### src/rtl/mst_rx_fifo_reader.sv
// Master-side receive engine for a synchronous 245-style FIFO bus.
// Drives oe_n/rd_n from rxf_n and buffers bytes into a 2-deep valid/ready stream.
module mst_rx_fifo_reader #(
  parameter int DATA_W = 8,
  parameter int CNT_W  = 32
) (
  input  logic              clk,
  input  logic              rst,
  input  logic              rxf_n_i,
  input  logic [DATA_W-1:0] data_i,
  output logic              oe_n_o,
  output logic              rd_n_o,
  output logic [DATA_W-1:0] m_data_o,
  output logic              m_valid_o,
  input  logic              m_ready_i,
  output logic [CNT_W-1:0]  empty_counter_o,
  output logic [CNT_W-1:0]  words_o
);

  localparam logic [1:0] IDLE = 2'd0;
  localparam logic [1:0] TURN = 2'd1;
  localparam logic [1:0] READ = 2'd2;

  localparam logic [CNT_W-1:0] CNT_MAX = '1;

  logic [1:0]        state;
  logic [1:0]        state_nx;
  logic              oe_nx;
  logic              rd_nx;

  logic [1:0]        occ;
  logic [1:0]        occ_nx;
  logic [DATA_W-1:0] head;
  logic [DATA_W-1:0] tail;
  logic              capture;
  logic              pop;
  logic              room;
  logic              tail_wr;
  logic              restart;

  assign capture   = !rd_n_o && !rxf_n_i;
  assign pop       = m_valid_o && m_ready_i;
  assign m_valid_o = (occ != 2'd0);
  assign m_data_o  = head;

  always_comb begin
    occ_nx = occ + {1'b0, capture} - {1'b0, pop};
  end

  // Room for one more byte after this edge is what permits a strobe.
  assign room = (occ_nx <= 2'd1);

  // Tail is written when the new byte lands behind a surviving head.
  assign tail_wr = capture &&
                   ((occ == 2'd1 && !pop) ||
                    (occ == 2'd2 && pop));

  always_comb begin
    state_nx = state;
    oe_nx    = oe_n_o;
    rd_nx    = rd_n_o;
    unique case (state)
      IDLE: begin
        oe_nx = 1'b1;
        rd_nx = 1'b1;
        if (!rxf_n_i && room) begin
          state_nx = TURN;
          oe_nx    = 1'b0;
        end
      end
      TURN: begin
        if (rxf_n_i) begin
          state_nx = IDLE;
          oe_nx    = 1'b1;
          rd_nx    = 1'b1;
        end else begin
          state_nx = READ;
          oe_nx    = 1'b0;
          rd_nx    = !room;
        end
      end
      READ: begin
        if (rxf_n_i) begin
          state_nx = IDLE;
          oe_nx    = 1'b1;
          rd_nx    = 1'b1;
        end else begin
          oe_nx = 1'b0;
          rd_nx = !room;
        end
      end
      default: begin
        state_nx = IDLE;
        oe_nx    = 1'b1;
        rd_nx    = 1'b1;
      end
    endcase
  end

  always_ff @(posedge clk) begin
    if (rst) begin
      state  <= IDLE;
      oe_n_o <= 1'b1;
      rd_n_o <= 1'b1;
    end else begin
      state  <= state_nx;
      oe_n_o <= oe_nx;
      rd_n_o <= rd_nx;
    end
  end

  always_ff @(posedge clk) begin
    if (rst) begin
      occ  <= 2'd0;
      head <= '0;
      tail <= '0;
    end else begin
      occ <= occ_nx;
      if (pop) begin
        if (capture && occ == 2'd1) begin
          head <= data_i;
        end else begin
          head <= tail;
        end
      end else if (capture && occ == 2'd0) begin
        head <= data_i;
      end
      if (tail_wr) begin
        tail <= data_i;
      end
    end
  end

  // A run restarts at 1 once any non-empty cycle has been seen.
  always_ff @(posedge clk) begin
    if (rst) begin
      empty_counter_o <= '0;
      restart         <= 1'b0;
    end else if (rxf_n_i) begin
      restart <= 1'b0;
      if (restart) begin
        empty_counter_o <= {{(CNT_W-1){1'b0}}, 1'b1};
      end else if (empty_counter_o != CNT_MAX) begin
        empty_counter_o <= empty_counter_o + 1'b1;
      end
    end else begin
      restart <= 1'b1;
    end
  end

  always_ff @(posedge clk) begin
    if (rst) begin
      words_o <= '0;
    end else if (capture && words_o != CNT_MAX) begin
      words_o <= words_o + 1'b1;
    end
  end

endmodule

### config.mk
export PLATFORM = sky130hd
export DESIGN_NAME = mst_rx_fifo_reader
export DESIGN_NICKNAME = d
export VERILOG_FILES = /design/src/rtl/mst_rx_fifo_reader.sv
export SDC_FILE = /design/constraint.sdc
export NUM_CORES = 1
export LEC_CHECK = 0
export ABC_AREA = 1
export CAP_MARGIN = 20
export CORE_MARGIN = 1.5
export CORE_UTILIZATION = 35
export CTS_BUF_LIST = sky130_fd_sc_hd__clkbuf_8
export CTS_CLUSTER_DIAMETER = 30
export CTS_CLUSTER_SIZE = 12
export DETAILED_ROUTE_END_ITERATION = 16
export PLACE_DENSITY = 0.59
export SKIP_CTS_REPAIR_TIMING = 1
export SLEW_MARGIN = 20
export SYNTH_ARGS = -nofsm -noshare
export SYNTH_HDL_FRONTEND = slang
export SYNTH_SLANG_ARGS = --single-unit
### constraint.sdc
create_clock -name clk -period 1.97 [get_ports clk]
set_input_delay 0.2955 -clock clk [delete_from_list [all_inputs] [get_ports clk]]
set_output_delay 0.2955 -clock clk [all_outputs]
set_load 0.03 [all_outputs]
Word-level counts from Yosys, hierarchy flattened:

Cells that the tools add are included.

* $lt $le $gt $ge: 1
* reductions and logical operators: 23
* mux-type cells: 13
* bitwise logic cells: 1
* $add $sub $neg: 4
* equal/unequal tests: 8

Operators by type and width (count)
* $add A32 B1 Y32 const B: 2
* $mux W32: 2
* $ne A32 B32 Y1 const B: 2
* $mux W8: 3
* $logic_and A1 B1 Y1: 9
* $mux W2: 3
* $pmux W2 S3: 1
* $reduce_bool A2 Y1: 3
* $eq A2 B1 Y1 const B: 2
* $eq A2 B2 Y1 const B: 2
* $logic_not A1 Y1: 4
* $logic_not A2 Y1: 2
* $ne A2 B2 Y1 const B: 2
* $reduce_and A2 Y1: 2
* $mux W1: 3
* $reduce_or A3 Y1: 1
* $add A2 B1 Y2: 1
* $le A2 B1 Y1 const B: 1
* $pmux W1 S2: 1
* $reduce_or A2 Y1: 1
* $sub A2 B1 Y2: 1
* $logic_or A1 B1 Y1: 1
* $not A1 Y1: 1

* output and inout port bits: 75
* logic and storage cells: 59
* input bits: 12
* register bits after elaboration: 87

Logic depth before layout (Yosys ltp):

* word-level depth: 8
* depth in mapped cells: 14
* gate-level depth less buffers: 14

Least setup slack after synthesis:

OpenSTA, ideal clock, no wires.

* path kind: reg2reg
* start point: register empty_counter_o[0]
* end point: register empty_counter_o[2]
* stages on the path, launching flop included: 12
* path slack: 38 ps
* arrival time: 1816 ps
* required time: 1854 ps
* cell sequence: dfxtp_1 ha_1 nand2_2 nor2_2 nand2_2 nor2_4 nand3_4 nand2_8 inv_6 buf_6 nor2_1 nor2_1

* word-level cells in the longest chain between the ends: 3
* elaborated cells between the ends (all ways): 6
* those cells by class: 1 x add/sub; 1 x eq/ne; 2 x mux; 2 x reduce/logical

RTL lines
* start, declared: line 16 `output logic [CNT_W-1:0] empty_counter_o,`
* start signal, assigned: line 142 `empty_counter_o <= {{(CNT_W-1){1'b0}}, 1'b1};`
* start signal, assigned: line 144 `empty_counter_o <= empty_counter_o + 1'b1;`
* $add A32 B1 Y32 or $ne A32 B32 Y1 (tied branches): line 144, 143
* $mux W32 or $reduce_bool A2 Y1 (tied branches)
* $mux W32 or $reduce_and A2 Y1 (tied branches)

Parallel ways exist; a longest one is shown, timed or not. The select of a mux whose other input is x is not followed.
A chain may end at the register's enable or synchronous reset.

Worst setup path in the final report:

* start point: register words_o[15]
* end point: output port words_o[15]

RTL lines
* start, declared: line 17 `output logic [CNT_W-1:0] words_o`
* start signal, assigned: line 155 `words_o <= words_o + 1'b1;`

No word-level cell between the ends.

==> key figures <==
Outcome
  • Status: complete, no violations

Critical path
  • CP Depth: 2
  • Largest stage delay, worst path: 0.66 ns
  • Worst r2r src: empty_counter_o[1]$_SDFFE_PP0P_
  • Critical path class: reg -> out
  • Crit Reg-Reg Endpoint: empty_counter_o[25]$_SDFFE_PP0P_
  • Crit-path cells: buf_4, clkdlybuf4s50_1
  • FF-to-FF path depth: 11
  • CP Max Fanout: 4
  • R2R Setup Slk: 0.19 ns
  • Top delay family on crit path: buffers and inverters
  • CP required: 1.67 ns
  • Critical Path Sink: words_o[15]
  • Worst path slowest cell: clkdlybuf4s50_1
  • WP data arrival: 1.59 ns
  • Crit. End Element: primary output
  • Crit path buf inv count: 2
  • CP startpoint: words_o[15]$_SDFFE_PP0P_
  • Startpoint types: flip-flop

Power and ir drop
  • Flop pwr share: 44.6%
  • VDD IR-drop max: 0.000364 V
  • Leakage: 2.75 nW
  • Sw Pwr: 1.58 mW
  • Power Density: 663 nW/um^2
  • Clk pwr share: 26.0%
  • Sw Share: 34.7%
  • Gate power share: 29.5%
  • Internal Power: 2.97 mW

Timing
  • Pins over their slew limit: 0
  • Final setup fails: 0
  • Fmax achieved: 531 MHz
  • Final Critical Period: 1.88 ns
  • Tcrit/Tclk final: 95.5%
  • Hold Fails Final Rpt: 0
  • Clock Skews: 0.0194 ns
  • TNS Setup: 0 ns
  • Worst-Margin Slew: 0.419 ns
  • RSZ-0062 raised after global routing: no
  • Fin Hold WS: 0.491 ns
  • Worst setup margin: 0.0883 ns
  • Rel. slew slack: 72.1%

Logic synthesis
  • FFs w/ async S/R, synth: 0%
  • Mapped Cells: 881
  • Sequential area share after synthesis: 32.8%
  • Cell Area, Synth: 5310 sq um
  • YS warnings: 0
  • Synth cell types: 32
  • Syn Area/Cell: 6.03 sq um
  • Syn Nets: 901
  • Prevailing post-synth register cell: dfxtp_1
  • Synthesized flop and latch total: 87
  • Number of synthesized flops with an enable pin: 0

Placed design
  • Dpl ws: -0.0771 ns
  • DP Area: 6650 sq um
  • Detail Placement HPWL: 11000 um
  • Gpl congestion: 0.942
  • Placed Cells: 1173
  • # port buffers: 86

Floorplanning
  • Boundary pin count: 87
  • Placement row count: 44
  • Die area: 15900 sq um
  • Core footprint: 14700 sq um
  • Die Wd: 126 um
  • Die Ht: 126 um
  • Starting Density: 36.1%

Global route
  • Gr ovfl total: 0
  • GRT Util Overall: 19.5%
  • Vias in the first global route: 5134
  • Largest net degree at the start of global routing: 49
  • Initial antenna violation count: 0
  • First-pass GRT wire length: 25000 um

Route
  • Routed vias/inst: 4.66
  • Drt total wl: 14900 um
  • Pre-antenna DRT Iters: 5
  • Final ANT Viol Nets: 0
  • DR vias: 5541
  • Initial DRC Count: 348
  • Routed len/inst: 12.6 um
  • DRC viols: 0

Clock network
  • Worst-Skew Late Latency: 0.37 ns
  • CTS root buf: clkbuf_8
  • TritonCTS Sinks: 87
  • # H-tree levels: 3
  • CTS tree: built
  • Clock Path Buffers: 2
  • Clock transition at path regs: 0.10 ns
  • Total CTS buffers: 9

Min path
  • WHS Path Cells: 2
  • Hold Path Class: reg -> reg

Finish
  • Nets@finish: 1020
  • Number of non-filler instances in the completed layout: 1189
  • Share of post-route cells with drive strength above 1: 10.7%
  • Area grow syn2layout: 29.1%
  • Ant diodes: 0
  • Final instance area: 6860 sq um

Flow run
  • Max-cap violations: 0
stage by stage:
stage          power [mW]  util [%]
5_1_grt              4.83      46.6
2_1_floorplan        2.88         -
3_5_place_dp         3.40      45.3
4_1_cts              4.60      46.5
3_3_place_gp         3.40      45.3
6_report             4.54      46.6
flip-flops by register name (all words and copies together) (netlist names):
name	cells
rd_n_o	1
occ	2
restart	1
empty_counter_o	32
tail	8
words_o	32
m_data_o	8
state	2
oe_n_o	1
worst register-to-register path: stages (launching register included):
cell     delay (ns)
dfxtp_2        0.38
ha_1           0.22
nand2_2        0.08
nor2_2         0.12
nand2_2        0.09
nor2_4         0.17
nand3_4        0.12
nand2_8        0.16
buf_4          0.18
nand2_1        0.06
nand2_1        0.07
nor2_2         0.04
worst min-delay path by stage:
stage / to / startpoint / slack [ns]
2_1_floorplan: tail[0]$_SDFFE_PP0P_ / data_i[0] / 0.44
3_3_place_gp: words_o[12]$_SDFFE_PP0P_ / words_o[12]$_SDFFE_PP0P_ / 0.48
3_5_place_dp: words_o[12]$_SDFFE_PP0P_ / words_o[12]$_SDFFE_PP0P_ / 0.48
4_1_cts: tail[2]$_SDFFE_PP0P_ / data_i[2] / 0.49
5_1_grt: tail[1]$_SDFFE_PP0P_ / data_i[1] / 0.51
6_report: words_o[12]$_SDFFE_PP0P_ / words_o[12]$_SDFFE_PP0P_ / 0.49
power by group through the flow:
stage,Combinational [mW],Sequential (mW),Clock [mW]
after floorplan,0.632,2.24,0
after global placement,1.34,2.06,0
after detailed placement,1.34,2.06,0
after CTS,1.35,2.02,1.23
after global routing,1.49,2.05,1.29
final,1.34,2.03,1.18
cell families (layout without fill, tap and decap cells):
group                      count (synthesis)  count (layout)  share of synthesized area (%)
and+or+nand+nor                          546             546                           43.1
buffers and inverters                    122             246                           9.47
adders and majority gates                  8               8                           1.88
AOI/OAI and AO/OA                        103             103                           10.3
xor gates and xnor gates                  15              15                           2.47
DFF                                       87              87                           32.8
cell usage in the layout (no fill, tap or decap), types with 13 or more instances in the layout:
master	synthesis	routed
nand2_1	308	307
nor2_1	134	132
inv_1	87	88
dfxtp_1	87	85
clkdlybuf4s50_1	0	85
nand3_1	61	61
a21oi_1	59	59
buf_4	1	46
o21ai_0	38	38
nor2_2	11	13
metal layers:
layer  up-vias  part of all wire, %  GRT usage (%)
li1       2981                    -              -
met1      2436                   50           25.6
met2       107                   45           32.4
met3        17                  3.6           3.23
met4         0                  1.8           6.83
met5         -                    0              0
area by class of cell:
| type | instances | area, sq um |
|---|---|---|
| Clock buffer | 11 | 151 |
| Inverter | 96 | 365 |
| Tap cell | 184 | 230 |
| Timing Repair Buffer | 134 | 1250 |
| Clock inverter | 5 | 25.0 |
| Fill cell | 1522 | 7840 |
| Sequential cell | 87 | 1750 |
| Multi-Input combinational cell | 672 | 3090 |
synth_stat cells (2+ instances only):
cell type,instances,area share [%]
inv_1,87,6.1
buf_6,4,0.85
ha_1,8,1.9
xnor2_1,4,0.66
nor2_1,134,9.5
nand3_1,61,5.7
a21oi_2,3,0.49
a21oi_1,59,5.6
o21ai_0,38,3.6
nor2_2,11,1.3
nand3b_1,10,1.4
and2_1,2,0.24
buf_1,4,0.28
dfxtp_1,87,33
nand4_1,3,0.35
xor2_1,11,1.8
nand2_2,9,1.1
nor2_4,3,0.64
nand2_1,308,22
clkbuf_1,12,0.85
buf_2,5,0.47
inv_2,8,0.57
Note: power is estimated with default switching activity, not from simulation.
==> RTL change 1: new RTL, same settings <==
`CNT_W`: 32 -> 36.
--- a/src/rtl/mst_rx_fifo_reader.sv
+++ b/src/rtl/mst_rx_fifo_reader.sv
@@ -3,5 +3,5 @@
 module mst_rx_fifo_reader #(
   parameter int DATA_W = 8,
-  parameter int CNT_W  = 32
+  parameter int CNT_W  = 36
 ) (
   input  logic              clk,
Ports: changed (resized empty_counter_o and words_o); port bits go from 87 to 95. The function was not compared with the original's and may differ.
==> RTL change 1 against the unedited design <==
Synthesized cell count increased by 5.6%; die area increased by 7.9%; sequential cell count increased by 8; cell area increased by 10%; power increased by 10%; register-to-register slack got worse by 90 ps; first-iteration DRC count increased by 14%; worst setup slack improved by 7.3 ps; global-route usage increased by 0.62 points; wire length increased by 13%; combinational power increased by 25%; clock skew decreased by 9.6 ps; core utilization increased by 0.73 points; area after synthesis increased by 8.1%; largest cell class unchanged.
==> RTL change 1: results (changes against the unedited design) <==
metric,value,unit,change
status,completed,,unchanged
yosysSeqAreaShare,33.1,%,was 32.8%
synth_xor_area_share,4.42,%,was 2.47%
wl_per_cell,13.1,um,was 12.6 um
num-nets-final,1088,,was 1020
grt_usage,20.1,%,was 19.5%
ys_types,31,,was 32
synth_area_leaders,"dfxtp_1 (33%), nand2_1 (20%), nor2_1 (9.0%)",,"was dfxtp_1 (33%), nand2_1 (22%), nor2_1 (9.5%)"
grt_pass1_vias,5674,,was 5134
crit_family,adder cells,,was buffers and inverters
pre_cts_slack,-384,ps,was -77.1 ps
top_regs,"empty_counter_o x36, words_o x36",,"was empty_counter_o x32, words_o x32"
cp_slowest_stage_delay,330,ps,was 660 ps
vias,6099,,was 5541
skew,9.82,ps,was 19.4 ps
grt_pass1_wl,27.3,mm,was 25.0 mm
synth.net_count,950,,was 901
gp_congestion,0.854,,was 0.942
placed_area,7310,sq um,was 6650 sq um
worst_slew_pin_slew,409,ps,was 419 ps
drive_gt1_share,11.5,%,was 10.7%
arrival,2150,ps,was 1590 ps
port_buffers,94,,was 86
ir_worst_vdd,0.000439,V,was 0.000364 V
synthTopCellsByCount,"nand2_1 (307), nor2_1 (138), dfxtp_1 (95)",,"was nand2_1 (308), nor2_1 (134), dfxtp_1 (87), inv_1 (87), nand3_1 (61)"
crit_slowest_cell,dfxtp_2,,was clkdlybuf4s50_1
synth_compound_area_share,10.8,%,was 10.3%
drt_iter0_drc,397,,was 348
hold_path_class,primary input to flip-flop,,was flip-flop to flip-flop
path_max_fanout,3,,was 4
leakage,0.00286,uW,was 0.00275 uW
[RTL change 1: path summary, 6_finish.rpt]
| path | endpoint | cells after the start | from | slack, ps |
|---|---|---|---|---|
| worst min register to register | words_o[12] | 2 | words_o[12] | 500 |
| worst max register to register | state[0] | 13 | occ[1] | 100 |
| worst min-delay path | tail[3] | 3 | data_i[3] | 480 |
| worst max-delay path | state[0] | 13 | occ[1] | 100 |
[RTL change 1: cell families after synthesis]
group,after synthesis
and+or+nand+nor,554
AOI/OAI and AO/OA,121
xor gates and xnor gates,29
buffers and inverters,123
adders and majority gates,8
DFF,95
[RTL change 1: power by group]
part           switching (uW)  internal [uW]  total (uW)
logic                     973            705        1680
registers                96.6           2080        2180
clock network             720            440        1160
total                    1790           3230        5020
[RTL change 1: per-layer routing]
| metal | track usage [%] | part of all wire [%] | vias up |
|---|---|---|---|
| met2 | 34.8 | 47 | 138 |
| met3 | 2.64 | 3.9 | 21 |
| li1 | - | - | 3216 |
| met1 | 25.5 | 47 | 2724 |
| met4 | 7.69 | 1.7 | 0 |
| met5 | 0 | 0 | - |
[RTL change 1: metrics by stage]
stage,std cells,total power (uW)
2_1_floorplan,930,3170
3_3_place_gp,1269,3770
3_5_place_dp,1269,3780
4_1_cts,1285,4950
5_1_grt,1289,5310
6_report,1289,5020
[RTL change 1: worst min-delay path: cells and delay by family]
family | cells | cell delay [ps]
compound gates | 1 | 60
buf+inv | 2 | 460
[RTL change 1: area by class of cell]
cell class,instances,area (sq um)
clock inverter,7,32.5
multi-input combinational,712,3370
fill,1705,8390
tap,216,270
inverter,92,350
clock buffer,9,124
sequential,95,1910
timing repair buffer,158,1490
==> RTL change 2: new RTL, same flow settings <==
Without the edit above. Reset style: asynchronous (`rst`), changed in 4 clocked blocks.
--- a/src/rtl/mst_rx_fifo_reader.sv
+++ b/src/rtl/mst_rx_fifo_reader.sv
@@ -98,5 +98,5 @@
   end
 
-  always_ff @(posedge clk) begin
+  always_ff @(posedge clk or posedge rst) begin
     if (rst) begin
       state  <= IDLE;
@@ -110,5 +110,5 @@
   end
 
-  always_ff @(posedge clk) begin
+  always_ff @(posedge clk or posedge rst) begin
     if (rst) begin
       occ  <= 2'd0;
@@ -133,5 +133,5 @@
 
   // A run restarts at 1 once any non-empty cycle has been seen.
-  always_ff @(posedge clk) begin
+  always_ff @(posedge clk or posedge rst) begin
     if (rst) begin
       empty_counter_o <= '0;
@@ -149,5 +149,5 @@
   end
 
-  always_ff @(posedge clk) begin
+  always_ff @(posedge clk or posedge rst) begin
     if (rst) begin
       words_o <= '0;
Check against the original RTL: differs if rst is asserted again (counterexample within 4 cycles, from zero or initial values and one cycle with rst high); with rst held inactive, the same outputs for 10 cycles.
==> RTL change 2 against the unedited design <==
Die area increased by 3.1%; worst setup slack worse by 25 ps; count of clock-buffer cells in the layout is 1 lower; via count down 12%; area after synthesis grew 3.2%; wire length decreased by 9.2%; power is 14% higher; combinational power increased by 27%; sequential cell count unchanged; cell area is 1.6% higher; critical path type unchanged; critical endpoint is now empty_counter_o[21]; highest routed layer unchanged.
==> RTL change 2: results (changes against the unedited design) <==
metric,value,unit,change
port_buffers,86,,unchanged
use_met1,23.6,%,was 25.6%
antennaDiodeCount,0,,unchanged
crit_family,buffers and inverters,,unchanged
ys_types,34,,was 32
crit_slowest_cell,clkdlybuf4s50_1,,unchanged
drive_gt1_share,13.1,%,was 10.7%
leakage,0.00312,uW,was 0.00275 uW
grt_max_degree,33,,was 49
clockRootBuffer,clkbuf_8,,unchanged
path_max_fanout,6,,was 4
drt_iter0_drc,314,,was 348
num-nets-final,884,,was 1020
synthCells,750,,was 881
dr.pass1.iters,5,,unchanged
skew,20.7,ps,was 19.4 ps
via_per_inst,4.51,,was 4.66
insertion_delay,380,ps,
status,completed,,unchanged
yosysSeqAreaShare,39.8,%,was 32.8%
dp_hpwl,10.2,mm,was 11.0 mm
vias,4873,,was 5541
wl_per_cell,12.6,um,about the same
yosys_warnings,0,,unchanged
grt_pass1_vias,4462,,was 5134
hold_path_class,primary input to async pin,,was flip-flop to flip-flop
top_regs,"empty_counter_o x32, words_o x32",,unchanged
htree_levels,3,,unchanged
dp.cells,1057,,was 1173
synth.net_count,770,,was 901
ir_worst_vdd,0.000678,V,was 0.000364 V
numCtsBuffers,9,,unchanged
grt_usage,17.2,%,was 19.5%
clk_path_buf_depth,2,,unchanged
synthTopCellsByCount,"nand2_1 (297), dfrtp_1 (85), nor2_1 (83)",,"was nand2_1 (308), nor2_1 (134), dfxtp_1 (87), inv_1 (87), nand3_1 (61)"
placed_area,6700,sq um,was 6650 sq um
arrival,1610,ps,was 1590 ps
gp_congestion,0.871,,was 0.942
met3_usage,3.09,%,was 3.23%
fillers,1558,,was 1522
synth_area_leaders,"dfrtp_1 (39%), nand2_1 (20%), nor2_1 (5.7%)",,"was dfxtp_1 (33%), nand2_1 (22%), nor2_1 (9.5%)"
max-slew-margin-rel,72.1,%,about the same
clkTransAtPathRegs,110,ps,
cp_slowest_stage_delay,730,ps,was 660 ps
met2_usage,27.5,%,was 32.4%
ys.flop_type,dfrtp_1,,was dfxtp_1
synthArstFlopShare,100,%,was 0%
antenna_found_initial,0,,unchanged
grt_pass1_wl,22.2,mm,was 25.0 mm
-- RTL change 2: cell types whose count changed in the layout (fill, tap and decap cells not counted), moves of 20 or more --
cell	before	now
dfxtp_1	85	0
o21ai_2	0	20
a21oi_1	59	9
buf_4	46	26
nor2_1	132	83
dfrtp_1	0	85
o21ai_0	38	6
-- RTL change 2: cell families after synthesis --
logic type,synth area share (%)
buffers and inverters,8.13
DFF,39.8
xor gates and xnor gates,5.59
adders and majority gates,1.83
and+or+nand+nor,38.1
AOI/OAI and AO/OA,6.58
-- RTL change 2: worst register-to-register path, stage by stage, from the launching register on --
cell,delay (ps)
dfrtp_1,430
inv_2,70
nand2_2,70
nand2_2,70
inv_1,50
ha_1,280
inv_1,60
ha_2,160
inv_1,40
nand2_1,80
nand3_1,90
nand2_1,120
nand2_2,70
nand2_1,50
o21ai_0,70
-- RTL change 2: area by class of cell --
type	count	area, sq um	area share (%)
timing repair buffer	116	1150	16.5
sequential	87	2180	31.3
inverter	80	309	4.44
clock buffer	10	138	1.98
multi-input combinational	570	2880	41.3
clock inverter	6	50.0	0.719
tap	211	264	3.79
-- RTL change 2: final timing paths --
path	startpoint	end	slack, ps	cells after the start
max	empty_counter_o[21]	empty_counter_o[21]	60	1
min	rst	m_data_o[7]	250	2
max reg2reg	occ[0]	state[1]	160	14
min reg2reg	tail[6]	tail[6]	520	2
max in group asynchronous	rst	rd_n_o	1150	3
min in group clk	data_i[2]	tail[2]	510	3
-- RTL change 2: routing by layer --
layer,wire length [um],vias to the layer above
li1,-,2565
met1,6660,2213
met2,6210,82
met3,515,13
met4,182,0
met5,0,-
-- RTL change 2: metrics by stage --
step | setup TNS, ps | hold slack (ps) | worst slack, ps
floorplan | 0 | 453 | 31.6
global placement | -36.1 | 492 | -31.7
detailed placement | -125 | 505 | -82.8
CTS | -2.88 | 251 | -2.88
global route | -15.0 | 273 | -15.0
finish | 0 | 253 | 63.3
-- RTL change 2: where the power goes --
group	leakage, uW	internal, uW	switching (uW)
sequential	0.00114	2060	168
combinational	0.00189	707	998
clock	0.0000899	509	727
total	0.00312	3280	1890
